**config.mk**
```make
export PLATFORM = sky130hd
export DESIGN_NAME = pc_sequencer
export DESIGN_NICKNAME = d
export VERILOG_FILES = /design/src/rtl/pc_sequencer_pkg.sv /design/src/rtl/pc_sequencer_take_logic.sv /design/src/rtl/pc_sequencer.sv
export SDC_FILE = /design/constraint.sdc
export NUM_CORES = 1
export LEC_CHECK = 0
export CAP_MARGIN = 20
export CORE_MARGIN = 3
export CORE_UTILIZATION = 45
export DETAILED_ROUTE_END_ITERATION = 6
export PLACE_DENSITY = 0.79
export SYNTH_ARGS = -nofsm -noshare
export SYNTH_HDL_FRONTEND = slang
export SYNTH_SLANG_ARGS = --single-unit
```
**constraint.sdc**
```tcl
create_clock -name clk -period 2.43 [get_ports clk]
set_clock_uncertainty 0.05 [all_clocks]
set_input_delay 0.3645 -clock clk [delete_from_list [all_inputs] [get_ports clk]]
set_output_delay 0.3645 -clock clk [all_outputs]
set_load 0.05 [all_outputs]
```
**src/rtl/pc_sequencer_pkg.sv**
```systemverilog
// Shared types and defaults for the fetch PC sequencer.
package pc_sequencer_pkg;

    typedef enum logic [1:0] {
        ST_RUN   = 2'd0,
        ST_FLUSH = 2'd1,
        ST_HALT  = 2'd2
    } state_t;

    localparam int unsigned DEF_ADDR_W   = 32;
    localparam logic [31:0] DEF_RESET_PC = '0;

endpackage

```
**src/rtl/pc_sequencer_take_logic.sv**
```systemverilog
// Taken/not-taken resolution for the control-flow instruction sitting in EX.
module pc_take_logic (
    input  logic ex_valid,
    input  logic branch,
    input  logic btype,
    input  logic jump,
    input  logic neg,
    input  logic zero,
    output logic take
);

    always_comb begin
        take = ex_valid & (jump | (branch & (btype ? neg : zero)));
    end

endmodule

```
**src/rtl/pc_sequencer.sv**
```systemverilog
// Fetch program counter sequencer: increment, stall hold, redirect with
// refetch penalty, and halt/resume.
module pc_sequencer
    import pc_sequencer_pkg::*;
#(
    parameter int unsigned          ADDR_W       = DEF_ADDR_W,
    parameter logic [ADDR_W-1:0]    RESET_PC     = ADDR_W'(DEF_RESET_PC),
    parameter int unsigned          PC_STEP      = 1,
    parameter int unsigned          FLUSH_CYCLES = 2
) (
    input  logic              clk,
    input  logic              rst_n,
    input  logic              in_stall,
    input  logic              in_halt,
    input  logic              in_resume,
    input  logic              in_imem_ready,
    input  logic              in_ex_valid,
    input  logic              in_ctrl_branch,
    input  logic              in_ctrl_btype,
    input  logic              in_ctrl_jump,
    input  logic              in_ctrl_neg,
    input  logic              in_ctrl_zero,
    input  logic [ADDR_W-1:0] in_target,
    output logic [ADDR_W-1:0] out_pc,
    output logic              out_fetch_valid,
    output logic              out_flush,
    output logic              out_if_hold,
    output logic [1:0]        out_state
);

    state_t            state;
    logic [ADDR_W-1:0] pc;
    logic [3:0]        cnt;
    logic              take;
    logic              in_run;
    logic              advance;

    pc_take_logic u_take (
        .ex_valid (in_ex_valid),
        .branch   (in_ctrl_branch),
        .btype    (in_ctrl_btype),
        .jump     (in_ctrl_jump),
        .neg      (in_ctrl_neg),
        .zero     (in_ctrl_zero),
        .take     (take)
    );

    // Controls are gated by rst_n so nothing leaves the block while in reset.
    always_comb begin
        in_run          = rst_n & (state == ST_RUN);
        advance         = ~in_stall & in_imem_ready;
        out_flush       = in_run & take;
        out_fetch_valid = in_run & ~take & ~in_halt & advance;
        out_if_hold     = in_run & ~take & ~in_halt & ~advance;
    end

    always_ff @(posedge clk) begin
        if (!rst_n) begin
            pc    <= RESET_PC;
            state <= ST_RUN;
            cnt   <= '0;
        end else begin
            case (state)
                ST_RUN: begin
                    if (take) begin
                        pc <= in_target;
                        if (FLUSH_CYCLES > 0) begin
                            state <= ST_FLUSH;
                            cnt   <= 4'(FLUSH_CYCLES - 1);
                        end
                    end else if (in_halt) begin
                        state <= ST_HALT;
                    end else if (advance) begin
                        pc <= pc + ADDR_W'(PC_STEP);
                    end
                end
                ST_FLUSH: begin
                    if (cnt == '0) begin
                        state <= ST_RUN;
                    end else begin
                        cnt <= cnt - 4'd1;
                    end
                end
                ST_HALT: begin
                    if (in_resume) begin
                        state <= ST_RUN;
                    end
                end
                default: state <= ST_RUN;
            endcase
        end
    end

    assign out_pc    = pc;
    assign out_state = state;

endmodule

```
Word-level counts from Yosys, hierarchy flattened. Cells that the tools add are included.

Bits in registers: 38. Bits of input ports: 44. Output and inout port bits: 37. Logic and storage cells: 46.

$add $sub $neg: 2. Equality and inequality tests: 8. Multiplexer cells: 12. Bitwise logic cells: 14. Reduce and logical (&&, ||, !) cells: 7.

Operators by type and width (number): 2-to-1 mux 32 bit (3); adder 32 x 1 -> 32 bit (second input constant) (1); AND 1 bit (9); AND reduction 3 bit (3); 2-to-1 mux 2 bit (4); 2-to-1 mux 4 bit (2); inequality test 2 bit (second input constant) (4); case mux 4 bit (2 select lines) (1); case mux 2 bit (3 select lines) (1); logical NOT 4 bit (1); inverter 1 bit (4); nonzero test 2 bit (2); subtractor 4 x 1 -> 4 bit (second input constant) (1); inequality test 3 bit (second input constant) (1); == test 2 x 1 -> 1 bit (second input constant) (1); == test 2 bit (second input constant) (1); logical NOT 2 bit (1); inequality test 2 x 1 -> 1 bit (second input constant) (1); 2-to-1 mux 1 bit (1); OR 1 bit (1).

Logic depth before layout (Yosys ltp).
Depth after elaboration: 8. Mapped depth: 7. Mapped depth without buffers: 6.

Cells and area by module. A second synthesis with hierarchy kept.

Cells, all modules: 326. Area total of the unflattened synthesis: 2437.3 um2.

By module, submodules not included: pc_sequencer (instances 1, cells an instance 322, area each 2414.8 um2, sequential area each 760.7 um2); pc_take_logic (instances 1, cells an instance 4, area each 22.5 um2, sequential area each 0.0 um2).

Worst setup path before layout. Ideal clock, no wire load.

Path kind: input-to-output. Start point: in in_ctrl_btype. End point: out out_if_hold. Arrival time: 3564 ps. Required time: 2016 ps. Setup slack: -1548 ps. Cell stages on the path: 5. Buffers on the path: 2. Cells stage by stage: mux2i_1 -> o21ai_1 -> buf_2 -> buf_1 -> a2111oi_0.

Word-level cells in the longest chain between the ends: 8.

RTL lines: from (decl) (line pc_sequencer.sv:19) `input logic in_ctrl_btype,`; 2-to-1 mux 1 bit (line pc_sequencer_take_logic.sv:13) `take = ex_valid & (jump | (branch & (btype ? neg : zero)));`; AND 1 bit (line pc_sequencer_take_logic.sv:13); OR 1 bit (line pc_sequencer_take_logic.sv:13); AND 1 bit (line pc_sequencer_take_logic.sv:13); inverter 1 bit (line pc_sequencer.sv:54) `out_if_hold = in_run & ~take & ~in_halt & ~advance;`; AND 1 bit (3 in a row) (line pc_sequencer.sv:54); to (decl) (line pc_sequencer.sv:27) `output logic out_if_hold,`.

No other way between the ends.

Worst setup path after layout. Ends and elaborated chain as after synthesis.

==> impl_metrics.csv <==
group,metric,value,unit
run_status,outcome,"completed",
routing,vias_per_cell,6.194,
routing,routed_wl,8.208,mm
placed_design,dpl.hpwl,6.127,mm
worst_setup_path,max_stage_delay,490,ps
flow_run,cap_violations,0,
clock_network,postCtsHoldBufs,0,
synth,synth_area_per_cell,7.608,sq um
synth,ys_warn_count,0,
grt,antenna_found_initial,0,
synth,synth_ff_type,"dfxtp_1",
sta,hold_violations,0,
floorplanning,core_area,5205,sq um
placed_design,pre_cts_ws,-9.689,ps
grt,track_usage,25.80,%
clock_network,cts_buffers,5,
routing,first_pass_iters,5,
synth,synthArstFlopShare,0,%
sta,fin_setup_tns,0,ps
sta,finalCritPeriodShare,95.53,%
cells_and_area,fin_nets,465,
clock_network,cts-root-buf,"clkbuf_8",
clock_network,postCtsSetupRepairBufs,0,
synth,synth-edff-count,0,
worst_setup_path,crit_path_top_delay_cell,"clkdlybuf4s50_1",
synth,netlist.area_leader.share,30.86,%
routing,drc,0,
worst_setup_path,timing.critical_path.buf_inv,2,
cells_and_area,syn_to_final_growth,48.33,%
clock_network,htreeDepth,2,
cells_and_area,nFillCells,428,
worst_setup_path,worstPathMaxFanout,9,
floorplanning,die_w,80.01,um
cells_and_area,fin_util,70.24,%
routing,drt_iter0_drc,315,
clock_network,cts_tree,"done",
clock_network,insertion_delay,290,ps
sta,fmax,0.4308,GHz
synth,synth_seq_area_share,30.86,%
grt,grt_max_degree,38,
floorplanning,rows,26,
floorplanning,die_area,6402,sq um
sta,fin_crit,2321,ps
clock_network,clockBufferDepth,2,
sta,tightest_slew,674.2,ps
cells_and_area,drive_above_1_share,13.57,%
cells_and_area,finalNonFillerCells,490,
worst_setup_path,worstPathRequired,2020,ps
floorplanning,io_pins,81,
grt,grt_pass1_wl,13.30,mm
floorplanning,start_util,47.36,%
placed_design,portBuffers,80,
routing,ant_nets,0,
pwr,vdd_drop_max,0.3458,mV
placed_design,place_congestion,0.8997,
routing,wl_per_cell,16.75,um
synth,synth_nets,370,
synth,yosysUniqueCellTypes,60,
synth,synth_area_leaders,"dfxtp_1 31%, nand2_1 7.3%, a21oi_1 4.1%",
worst_setup_path,crit_arrival,1910,ps
grt,grt_pass1_vias,2844,
worst_setup_path,start_kind,"input pin",
worst_setup_path,critical_path_class,"input pin to output pin",
pwr,p_leak,1.211,nW
worst_setup_path,cp-end-kind,"output pin",
cells_and_area,diodes,0,
sta,maxSlewViolCount,0,
sta,rsz0062_at_grt,"false",
synth,yosys_register_bits,38,
synth,syn_inst,324,
synth,syn-cell-area,2465,sq um
cells_and_area,regArea,760.7,sq um
routing,num_vias,3035,
hold_path,worstHoldPathType,"flop to flop",
pwr,p_per_area,511.6,nW/um^2
cells_and_area,multi_input_area,1625,sq um
clock_network,clock-sinks,38,
worst_setup_path,crit_chain,"clkdlybuf4s50_1 -> mux2i_2 -> o21ai_4 -> a2111oi_4 -> buf_12",
sta,finalSetupViolations,0,
placed_design,numPlacedInstances,482,
sta,layout_setup_ws,108.7,ps
sta,max-slew-margin-rel,54.64,%
synth,synth_area_leader_cell,"dfxtp_1",
worst_setup_path,critical-path-top-delay-family,"buffers and inverters",
floorplanning,die_y,80.01,um
clock_network,clk_pin_slew_worst_paths,80,ps
grt,grt_overflow,0,
-- area by class of cell --
class                           instances  area share [%]
Timing Repair Buffer                  106           28.41
Clock buffer                            8           3.012
Multi-Input combinational cell        259           44.46
Tap cell                               70           2.396
Inverter                                9          0.9240
Sequential cell                        38           20.81
-- stage by stage --
| stage | hold WS, ps | cell area [sq um] | total power [W] |
|---|---|---|---|
| 2_1_floorplan | 417.6 | 2471 | 0.001086 |
| 3_3_place_gp | 437.7 | 3530 | 0.001352 |
| 3_5_place_dp | 445.5 | 3530 | 0.001361 |
| 4_1_cts | 455.9 | 3643 | 0.001864 |
| 5_1_grt | 507.6 | 3656 | 0.001950 |
| 6_report | 455.4 | 3656 | 0.001870 |
-- cell usage after synthesis (4+ instances only) --
| cell type | count |
|---|---|
| nor3_1 | 10 |
| nor4_1 | 7 |
| nor2_1 | 25 |
| a21oi_1 | 20 |
| clkbuf_1 | 9 |
| a211oi_1 | 4 |
| nand3_1 | 12 |
| o21ai_0 | 18 |
| nand4_1 | 11 |
| o21a_1 | 5 |
| o31a_1 | 7 |
| dfxtp_1 | 38 |
| buf_2 | 6 |
| o211ai_1 | 4 |
| or3_1 | 7 |
| inv_1 | 8 |
| o22ai_1 | 10 |
| a31oi_1 | 8 |
| nand2_1 | 48 |
| and4_1 | 5 |
-- worst reg2reg max path: cells and delay by family (launching register included) --
kind,cells,cell delay [ps]
flip-flops,1,490
buffers and inverters,1,260
AND/OR/NAND/NOR,3,910
AO/OA/AOI/OAI,2,390
-- worst paths after layout --
| check | cells after the start | slack (ps) | endpoint | start |
|---|---|---|---|---|
| hold / removal | 2 | 460 | out_pc[26] | out_pc[26] |
| setup / recovery | 5 | 110 | out_if_hold | in_ctrl_btype |
| hold reg to reg | 2 | 460 | out_pc[26] | out_pc[26] |
| setup reg to reg | 6 | 260 | out_pc[28] | out_pc[2] |
-- cells in the final DEF (no fill, tap or decap), drive strengths merged, types with 3 or more instances in the layout --
cell type / count
clkdlybuf4s50: 77
nand2: 49
dfxtp: 38
buf: 29
nor2: 26
a21oi: 20
o21ai: 20
nand3: 14
nand4: 12
nor3: 12
o22ai: 10
nor4: 10
inv: 8
a31oi: 8
clkbuf: 8
or3: 8
o31a: 7
o21a: 5
and4: 5
a211oi: 4
o211ai: 4
nand4b: 3
and2: 3
-- logic make-up after synthesis --
| group | count (synthesis) | synth area share [%] |
|---|---|---|
| compound gates | 97 | 26.40 |
| xor+xnor | 2 | 0.7108 |
| fa+ha+maj | 2 | 1.015 |
| buf+inv | 27 | 4.569 |
| flops | 38 | 30.86 |
| mux | 4 | 1.726 |
| simple gates | 154 | 34.72 |
-- routing by layer --
layer / wire length, um / GRT usage [%]
met3: 647 / 5.079
met4: 113 / 7.939
met5: 0 / 0
met1: 3623 / 34.55
met2: 3824 / 41.56
-- state kept, by name (all words and copies together) (netlist names) --
register   flops
out_pc        32
cnt            4
out_state      2
-- what timing repair did --
item / in CTS / in global routing
setup endpoints to repair: 1 / 1
hold endpoints to repair: 0 / 0
gates resized for setup: 1 / 1
-- power by group --
| group | switching (W) | leakage [nW] | internal (W) |
|---|---|---|---|
| Clock | 0.000225 | 0.0575 | 0.000287 |
| Combinational | 0.000369 | 0.843 | 0.000262 |
| Sequential | 0.0000607 | 0.310 | 0.000667 |
| Total | 0.000654 | 1.21 | 0.00122 |
Note: power is estimated with default switching activity, not from simulation.
